<file path="src/rtl/quad_decoder_if.sv">
// ---------------------------------------------------------------------------
// quad_decoder_if
//
// Purpose:
//    Bundles the quadrature decoder's pin-side inputs and its step/direction
//    and position outputs. The decoder is the producing end of the enable /
//    up-down link that the up/down counters consume.
//
// Signals:
//    enc_a, enc_b  encoder phases A and B, asynchronous to clk
//    clr           synchronous position clear
//    err_clr       clears the sticky illegal-transition flag
//    step          one-cycle pulse per accepted legal transition
//    dir           1 = up, 0 = down; valid with step, holds otherwise
//    position      accumulated count, modulo 2^CNT_W
//    err           sticky illegal-transition flag
//
// Modports:
//    master  the decoder itself (consumes pins/controls, drives results)
//    slave   the surrounding logic (drives pins/controls, reads results)
// ---------------------------------------------------------------------------
interface quad_decoder_if #(
   parameter int CNT_W = 16
);

   logic             enc_a;
   logic             enc_b;
   logic             clr;
   logic             err_clr;
   logic             step;
   logic             dir;
   logic [CNT_W-1:0] position;
   logic             err;

   modport master (
      input  enc_a,
      input  enc_b,
      input  clr,
      input  err_clr,
      output step,
      output dir,
      output position,
      output err
   );

   modport slave (
      output enc_a,
      output enc_b,
      output clr,
      output err_clr,
      input  step,
      input  dir,
      input  position,
      input  err
   );

endinterface

</file>
<file path="src/rtl/quad_decoder.sv">
// ---------------------------------------------------------------------------
// quad_decoder
//
// Purpose:
//    Quadrature encoder front end. Synchronizes the asynchronous A/B phases,
//    debounces the 2-bit phase vector, and turns each accepted legal
//    transition into a single-cycle step pulse with a direction flag. Keeps
//    a wrapping position count and a sticky flag for illegal transitions
//    (both phases changing at once).
//
// Parameters:
//    CNT_W     width of the position counter
//    FILT_LEN  consecutive stable synchronized samples needed to accept a
//              new AB state (1..15)
//
// Ports:
//    clk   system clock
//    rst   synchronous, active-high reset
//    bus   quad_decoder_if master modport (enc_a, enc_b, clr, err_clr in;
//          step, dir, position, err out)
// ---------------------------------------------------------------------------
module quad_decoder #(
   parameter int CNT_W    = 16,
   parameter int FILT_LEN = 3
) (
   input  logic           clk,
   input  logic           rst,
   quad_decoder_if.master bus
);

   localparam logic [3:0]       FILT_MAX = 4'(FILT_LEN);
   localparam logic [CNT_W-1:0] POS_ONE  = 1;

   logic [1:0]       sync1;
   logic [1:0]       sync2;
   logic [1:0]       cand;
   logic [1:0]       filt;
   logic [3:0]       stable_cnt;
   logic             primed;

   logic             step_q;
   logic             dir_q;
   logic             err_q;
   logic [CNT_W-1:0] pos_q;

   logic             qualify;
   logic [1:0]       delta;
   logic             is_up;
   logic             is_down;
   logic             is_illegal;

   // Maps an AB state onto its position in the up-counting cycle
   // 00 -> 10 -> 11 -> 01, so direction falls out of a modulo-4 difference.
   function automatic logic [1:0] phase_idx(input logic [1:0] ab);
      logic [1:0] idx;
      case (ab)
         2'b00:   idx = 2'd0;
         2'b10:   idx = 2'd1;
         2'b11:   idx = 2'd2;
         default: idx = 2'd3;
      endcase
      return idx;
   endfunction

   // A candidate is accepted once it has been stable for FILT_LEN samples.
   // Before priming the first stable state is simply adopted, so the block
   // never reports a step for whatever the pins happened to show at reset.
   // A difference of 1 is one step up, 3 is one step down, 2 means both
   // phases moved at once.
   always_comb begin
      qualify    = (stable_cnt == FILT_MAX) && ((cand != filt) || !primed);
      delta      = phase_idx(cand) - phase_idx(filt);
      is_up      = qualify && primed && (delta == 2'd1);
      is_down    = qualify && primed && (delta == 2'd3);
      is_illegal = qualify && primed && (delta == 2'd2);
   end

   // Two-flop synchronizer followed by the stability filter. The stable
   // count saturates at FILT_MAX so an accepted state does not retrigger.
   always_ff @(posedge clk) begin
      if (rst) begin
         sync1      <= 2'b00;
         sync2      <= 2'b00;
         cand       <= 2'b00;
         filt       <= 2'b00;
         stable_cnt <= 4'd0;
         primed     <= 1'b0;
      end else begin
         sync1 <= {bus.enc_a, bus.enc_b};
         sync2 <= sync1;
         if (sync2 != cand) begin
            cand       <= sync2;
            stable_cnt <= 4'd1;
         end else if (stable_cnt != FILT_MAX) begin
            stable_cnt <= stable_cnt + 4'd1;
         end
         if (qualify) begin
            filt   <= cand;
            primed <= 1'b1;
         end
      end
   end

   // Result registers. A clear wins over a same-cycle step for the position,
   // but the step pulse and direction are still reported. A new illegal
   // transition wins over a same-cycle err_clr.
   always_ff @(posedge clk) begin
      if (rst) begin
         step_q <= 1'b0;
         dir_q  <= 1'b0;
         err_q  <= 1'b0;
         pos_q  <= '0;
      end else begin
         step_q <= is_up | is_down;
         if (is_up | is_down) begin
            dir_q <= is_up;
         end
         if (bus.clr) begin
            pos_q <= '0;
         end else if (is_up) begin
            pos_q <= pos_q + POS_ONE;
         end else if (is_down) begin
            pos_q <= pos_q - POS_ONE;
         end
         if (is_illegal) begin
            err_q <= 1'b1;
         end else if (bus.err_clr) begin
            err_q <= 1'b0;
         end
      end
   end

   assign bus.step     = step_q;
   assign bus.dir      = dir_q;
   assign bus.position = pos_q;
   assign bus.err      = err_q;

endmodule

</file>
<file path="src/flat_wrapper.sv">
// flat-port wrapper written by rule: the top's interface ports become plain ports
module quad_decoder_flat 
#(
   parameter int CNT_W    = 16,
   parameter int FILT_LEN = 3
)
  (clk, rst, bus_enc_a, bus_enc_b, bus_clr, bus_err_clr, bus_step, bus_dir, bus_position, bus_err);
  quad_decoder_if #(.CNT_W(CNT_W)) bus_i ();
  input  logic clk;
  input  logic rst;
  input wire logic [$bits(bus_i.enc_a)-1:0] bus_enc_a;
  input wire logic [$bits(bus_i.enc_b)-1:0] bus_enc_b;
  input wire logic [$bits(bus_i.clr)-1:0] bus_clr;
  input wire logic [$bits(bus_i.err_clr)-1:0] bus_err_clr;
  output wire logic [$bits(bus_i.step)-1:0] bus_step;
  output wire logic [$bits(bus_i.dir)-1:0] bus_dir;
  output wire logic [$bits(bus_i.position)-1:0] bus_position;
  output wire logic [$bits(bus_i.err)-1:0] bus_err;
  assign bus_i.enc_a = bus_enc_a;
  assign bus_i.enc_b = bus_enc_b;
  assign bus_i.clr = bus_clr;
  assign bus_i.err_clr = bus_err_clr;
  assign bus_step = bus_i.step;
  assign bus_dir = bus_i.dir;
  assign bus_position = bus_i.position;
  assign bus_err = bus_i.err;
  quad_decoder #(.CNT_W(CNT_W), .FILT_LEN(FILT_LEN)) u_core (.clk(clk), .rst(rst), .bus(bus_i));
endmodule
</file>
<file path="config.mk">
export PLATFORM = sky130hd
export DESIGN_NAME = quad_decoder_flat
export DESIGN_NICKNAME = d
export VERILOG_FILES = /design/src/rtl/quad_decoder_if.sv /design/src/rtl/quad_decoder.sv /design/src/flat_wrapper.sv
export SDC_FILE = /design/constraint.sdc
export NUM_CORES = 1
export LEC_CHECK = 0
export BUFFER_PORTS_ARGS = -buffer_cell sky130_fd_sc_hd__buf_2
export CAP_MARGIN = 20
export CORE_MARGIN = 1.5
export CORE_UTILIZATION = 25
export DETAILED_ROUTE_END_ITERATION = 6
export PLACE_DENSITY_LB_ADDON = 0.3
export SLEW_MARGIN = 20
export SYNTH_ARGS = -nofsm -noshare
export SYNTH_HDL_FRONTEND = slang
export SYNTH_SLANG_ARGS = --single-unit
</file>
<file path="constraint.sdc">
create_clock -name clk -period 9.3 [get_ports clk]
set_input_delay 1.395 -clock clk [delete_from_list [all_inputs] [get_ports clk]]
set_output_delay 1.395 -clock clk [all_outputs]
set_load 0.01 [all_outputs]
</file>
==> impl_metrics.py, run 1 <==
metrics = {
    "power_and_ir_drop": {
        "powerDensity_nw_per_um2": 138.1,
        "power.total_mw": 0.3038,
        "vdd_ir_drop_max_uv": 49.16,
        "leakagePower_nw": 0.9228,
    },
    "drt": {
        "viasPerCell": 4.405,
        "routed_wl_mm": 3.930,
        "first_pass_iters": 4,
        "dr_total_vias": 1489,
        "wl_per_cell_um": 11.63,
        "drt_drc_violations_left": 0,
        "ant_nets": 0,
        "drt_iter0_drc": 42,
    },
    "clock_tree": {
        "cts_max_path_buffers": 2,
        "cts_root_buf": "clkbuf_8",
        "cts.repair.resized": 0,
        "cts_tree": "yes",
        "cts.sinks": 32,
        "post_cts_buffers": 0,
        "h-tree-depth": 2,
        "cts_hold_buf": 0,
        "cts-buffers-inserted": 5,
        "clk_pin_slew_ns": 0.07,
        "clock_latency_ns": 0.29,
    },
    "timing": {
        "skew_ns": 0.007320,
        "layout_worst_path_cycle_share_pct": 39.46,
        "slew_headroom_pct": 50.60,
        "tightest_slew_ns": 0.7402,
        "timing_max_transition_violations_final": 0,
        "finalSetupViolCount": 0,
        "min_period_ns": 3.670,
        "setup_tns_ns": 0,
        "hold_violations": 0,
        "setup_ws_ns": 5.630,
        "grt_setup_unrepaired": "false",
        "max_freq_ghz": 0.2725,
    },
    "critical_path": {
        "cp-start-kind": "register",
        "max_stage_delay_ns": 0.47,
        "cp_max_fo": 17,
        "critPathKind": "register to register",
        "crit_required_ns": 9.52,
        "cp_slowest_cell": "or3_4",
        "cp-end-kind": "register",
        "cp_cell_sequence": "ha_1 -> nor3b_4 -> nand3_2 -> or3_4 -> ha_1 -> and3_1 -> a2111o_1 -> a21boi_2 -> o21bai_2 -> o31ai_4 -> mux2i_1 -> mux2i_1",
        "crit_buf_inv": 0,
        "cp.arrival_ns": 3.89,
        "critPathTopFamily": "simple AND/OR/NAND/NOR gates",
    },
    "logic_synthesis": {
        "yosysWarnings": 0,
        "yosys_most_used_dff": "dfxtp_1",
        "async_flop_share_pct": 0,
        "synth.largest_area_cell": "dfxtp_1",
        "ys_top_cells_by_area": "dfxtp_1, ha_1, a21oi_1",
        "synth_area_um2": 1853,
        "syn_inst": 213,
        "syn-num-nets": 236,
        "synth_commonest_cells": "dfxtp_1, a21oi_1, nand2_1, nor2_1, ha_1",
        "synth_seq_area_share_pct": 34.57,
        "avgSynthCellArea_um2": 8.700,
        "ys_ff_latch": 32,
        "yosysTopAreaCellShare_pct": 34.57,
        "yosysMostFrequentCell": "dfxtp_1",
        "ys_types": 44,
        "synth-edff-count": 0,
    },
    "place": {
        "port_buffers": 24,
        "dp_cells": 330,
        "gp_congestion": 0.7639,
        "post-place-ws_ns": 5.646,
        "hpwl_mm": 2.720,
    },
    "global_route": {
        "grt_pass1_wl_mm": 6.451,
        "grt_max_degree": 18,
        "gr-total-overflow": 0,
        "grt_usage_pct": 10.68,
        "antenna_found_initial": 0,
        "grt_pass1_vias": 1379,
    },
    "floorplanning": {
        "core_area_um2": 7214,
        "fp.dieW_um": 89.10,
        "die-area_um2": 7938,
        "initial_core_util_pct": 25.69,
        "fp.dieH_um": 89.10,
        "io_pins": 25,
        "rows": 31,
    },
    "cells_and_area": {
        "area_delta_synth_final_pct": 18.70,
        "area.sequential_um2": 640.6,
        "fin_util_pct": 30.49,
        "final_nets": 261,
        "multi_input_area_um2": 1174,
        "drive_above_1_share_pct": 19.25,
        "finalNonFillerCells": 338,
        "fillers": 789,
        "antenna_cells": 0,
    },
    "flow_run": {
        "drv_cap": 0,
    },
    "worst_hold_path": {
        "holdCritPathClass": "register to register",
    },
    "run_status": {
        "outcome": "complete, no violations",
    },
}
==> cell type report <==
type,count,area share (%)
tap,99,5.631
clock inverter,1,1.365
inverter,4,0.6826
timing repair buffer,24,5.461
clock buffer,7,4.380
sequential,32,29.12
multi-input combinational,171,53.36
==> metal layers <==
| metal | share of wire, % | global-route usage [%] |
|---|---|---|
| met3 | 4.6 | 3.324 |
| met1 | 50 | 13.90 |
| met4 | 1.9 | 5.315 |
| met5 | 0 | 0 |
| met2 | 43 | 15.93 |
==> cell usage in the layout, fill, tap and decap left out, types with 2 or more instances in the layout <==
master    count
a211oi_1      2
a21o_1        2
a21oi_1      21
and3_1        6
buf_2        24
clkbuf_8      7
dfxtp_1      32
ha_1         16
inv_1         4
mux2i_1       6
nand2_1      21
nand2b_1      4
nand3_1       6
nor2_1       20
nor2_2        2
nor2b_1       7
nor3_1        3
o21a_1        2
o21ai_0       9
o21ai_1       3
or3_1         2
xnor2_1      10
xor2_1        9
==> path summary, 6_finish.rpt <==
| path | from | end | slack, ns | depth (start not counted) |
|---|---|---|---|---|
| setup / recovery | u_core.stable_cnt[0] | u_core.bus.position[15] | 5.63 | 12 |
| hold reg to reg | u_core.sync1[1] | u_core.sync2[1] | 0.43 | 1 |
| hold / removal | u_core.sync1[1] | u_core.sync2[1] | 0.43 | 1 |
| setup reg to reg | u_core.stable_cnt[0] | u_core.bus.position[15] | 5.63 | 12 |
==> flip-flops by register name (all words and copies together) (netlist names) <==
signal and count:
u_core.bus.dir 1, u_core.bus.err 1, u_core.bus.position 16, u_core.bus.step 1
u_core.cand 2, u_core.filt 2, u_core.primed 1, u_core.stable_cnt 4
u_core.sync1 2, u_core.sync2 2
==> power breakdown <==
part | switching (mW) | total [mW] | internal [mW]
combinational | 0.00721 | 0.0130 | 0.00580
sequential | 0.00202 | 0.142 | 0.140
clock | 0.0545 | 0.149 | 0.0946
==> cell families (layout without fill, tap and decap cells) <==
group / Yosys count / after routing / share of synthesized area, %
xor gates and xnor gates: 19 / 19 / 8.980
and+or+nand+nor: 81 / 81 / 22.55
AOI/OAI and AO/OA: 48 / 48 / 16.68
adders and majority gates: 17 / 17 / 11.88
buffers and inverters: 10 / 36 / 2.092
muxes: 6 / 6 / 3.241
DFF: 32 / 32 / 34.57
==> through the flow <==
step / instance area [um^2] / hold slack (ns)
after global placement: 2073 / 0.4178
after detailed placement: 2073 / 0.4274
after CTS: 2200 / 0.4441
after global routing: 2200 / 0.4697
after floorplan: 1853 / 0.4138
final: 2200 / 0.4340
==> worst reg2reg max path: cells and delay by family, from the launching register on <==
kind	cells	cell delay [ns]
and+or+nand+nor	4	1.24
AOI/OAI and AO/OA	4	0.99
adders and majority gates	2	0.58
muxes	2	0.43
DFF	1	0.37
No activity file was read; power rests on OpenSTA's default activity.
==> run 2: changes to the inputs <==
clock period = 3.1 ns   (was 9.3 ns; I/O delays follow)
==> run 2 against run 1 <==
Worst setup slack got worse by 5.7 ns. Sequential share of layout area fell by 4.3 points. Clock skew fell by 0.0047 ns. Core utilization rose by 5.6 points. The flow now finishes with violations (negative setup slack). Via count rose by 12%.
==> impl_metrics.py, run 2 (synthesized netlist as in run 1, its figures left out) <==
metrics = {
    "run_status": {
        "outcome": "finished, violations left",
        "violations": "negative setup slack",
    },
    "timing": {
        "hold_violations": 0,
        "finalSetupViolCount": 1,
        "grt_setup_unrepaired": "true",
        "skew_ns": 0.002599,
        "tightest_slew_ns": 0.6158,
        "max_freq_ghz": 0.3160,
        "slew_headroom_pct": 58.95,
        "min_period_ns": 3.165,
        "layout_worst_path_cycle_share_pct": 102.1,
        "setup_ws_ns": -0.06473,
        "timing_max_transition_violations_final": 0,
    },
    "worst_hold_path": {
        "hp-start": "bus_enc_a",
        "holdCritPathClass": "input port to register",
    },
    "floorplanning": {
        "die-area_um2": 7938,
        "io_pins": 25,
        "fp.dieW_um": 89.10,
        "initial_core_util_pct": 25.69,
        "fp.dieH_um": 89.10,
        "core_area_um2": 7214,
        "rows": 31,
    },
    "power_and_ir_drop": {
        "powerDensity_nw_per_um2": 316.3,
        "vdd_ir_drop_max_uv": 164.0,
        "switching_power_mw": 0.2157,
        "leakagePower_nw": 1.106,
        "intPower_mw": 0.6078,
        "clockPowerShare_pct": 41.5,
        "swShare_pct": 26.19,
        "pwr-share-comb_pct": 6.8,
        "seqPwrFrac_pct": 51.7,
        "power.total_mw": 0.8235,
    },
    "cells_and_area": {
        "layout_common_cells": "buf_4, dfxtp_1, buf_2",
        "largest_reg_flops": 16,
        "fin_util_pct": 36.09,
        "final_nets": 297,
        "drive_above_1_share_pct": 39.64,
        "area.sequential_um2": 646.9,
        "finalNonFillerCells": 374,
        "final_common_cell": "buf_4",
        "multi_input_area_um2": 1343,
        "antenna_cells": 0,
        "fillers": 776,
        "area_delta_synth_final_pct": 40.51,
        "finalInstanceArea_um2": 2604,
    },
    "flow_run": {
        "drv_cap": 0,
    },
    "critical_path": {
        "cp-endpoint": "u_core.bus.position[15]",
        "crit_start": "u_core.filt[0]",
        "crit_required_ns": 3.32,
        "critPathKind": "register to register",
        "cp-start-kind": "register",
        "r2r_end": "u_core.bus.position[15]",
        "reg2reg_depth": 11,
        "cp_max_fo": 5,
        "cp-end-kind": "register",
        "r2r-start": "u_core.filt[0]",
        "cp.arrival_ns": 3.39,
        "ff2ff_setup_slack_ns": -0.06,
    },
    "drt": {
        "wl_per_cell_um": 11.84,
        "dr_total_vias": 1667,
        "drt_drc_violations_left": 0,
        "drt_iter0_drc": 32,
        "viasPerCell": 4.457,
        "first_pass_iters": 4,
        "routed_wl_mm": 4.430,
        "ant_nets": 0,
    },
    "clock_tree": {
        "cts-buffers-inserted": 5,
        "cts.sinks": 32,
        "cts_hold_buf": 0,
        "clk_pin_slew_ns": 0.08,
        "cts_max_path_buffers": 2,
        "h-tree-depth": 2,
        "cts_tree": "yes",
        "clock_latency_ns": 0.29,
        "cts_root_buf": "clkbuf_8",
    },
    "global_route": {
        "grt_usage_pct": 11.72,
        "grt_pass1_wl_mm": 7.258,
        "grt_max_degree": 18,
        "grt_pass1_vias": 1613,
        "gr-total-overflow": 0,
        "antenna_found_initial": 0,
    },
    "place": {
        "dp_cells": 361,
        "dpl_cell_area_um2": 2375,
        "port_buffers": 24,
        "gp_congestion": 0.7980,
        "hpwl_mm": 3.163,
    },
}
[run 2: changes by cell type in the layout (fill, tap and decap cells not counted), sizes merged]
cell | previous run | this run
or3 | 4 | 5
clkbuf | 7 | 5
clkinvlp | 0 | 2
bufinv | 1 | 0
clkinv | 0 | 1
buf | 24 | 59
[run 2: power by group through the flow]
stage / sequential, mW / clock [mW] / combinational (mW)
4_1_cts: 0.426 / 0.363 / 0.0552
5_1_grt: 0.427 / 0.376 / 0.0635
3_5_place_dp: 0.435 / 0 / 0.0537
6_report: 0.426 / 0.342 / 0.0557
2_1_floorplan: 0.436 / 0 / 0.0317
3_3_place_gp: 0.435 / 0 / 0.0527
[run 2: metal layers]
metal	vias up	GRT usage, %	wire length (um)
met1	771	14.58	2106
met2	20	20.10	2120
met4	0	3.776	70
li1	869	-	-
met3	7	2.585	132
met5	-	0	0
[run 2: worst min-delay path by stage]
| stage | depth (start not counted) | to | slack [ns] |
|---|---|---|---|
| floorplan | 1 | u_core.sync2[0] | 0.41 |
| global route | 2 | u_core.sync1[1] | 0.39 |
| CTS | 2 | u_core.sync1[1] | 0.37 |
| finish | 2 | u_core.sync1[1] | 0.38 |
| global placement | 1 | u_core.sync2[1] | 0.42 |
| detailed placement | 1 | u_core.sync2[1] | 0.43 |
[run 2: timing repair]
action | in CTS | in global routing
pin swaps | 11 | 13
gates resized for setup | 11 | 14
setup endpoints to repair | 4 | 6
cloned | 1 | 0
setup buffers | 2 | 3
[run 2: cell type report]
type / instances / share of cell area, %
multi-input combinational: 172 / 51.56
clock buffer: 5 / 2.643
timing repair buffer: 59 / 14.70
sequential: 32 / 24.84
tap: 99 / 4.757
inverter: 4 / 0.5766
clock inverter: 3 / 0.9130
[run 2: worst max-delay path, stage by stage, from the launching register on]
cell,delay [ns]
dfxtp_2,0.35
xor2_1,0.16
ha_2,0.31
or3_4,0.47
ha_4,0.23
a21o_1,0.16
a2111o_1,0.44
a21boi_2,0.24
o21bai_4,0.12
o31ai_4,0.19
mux2i_1,0.23
mux2i_1,0.20
[run 2: per-stage QoR]
| step | worst slack, ns | hold WS, ns | TNS, ns |
|---|---|---|---|
| floorplan | -0.2215 | 0.4138 | -0.4749 |
| finish | -0.06473 | 0.3771 | -0.06473 |
| global route | -0.1682 | 0.3853 | -0.5067 |
| global placement | -0.09775 | 0.4162 | -0.1537 |
| detailed placement | -0.1019 | 0.4337 | -0.2355 |
| CTS | -0.08472 | 0.3682 | -0.08472 |
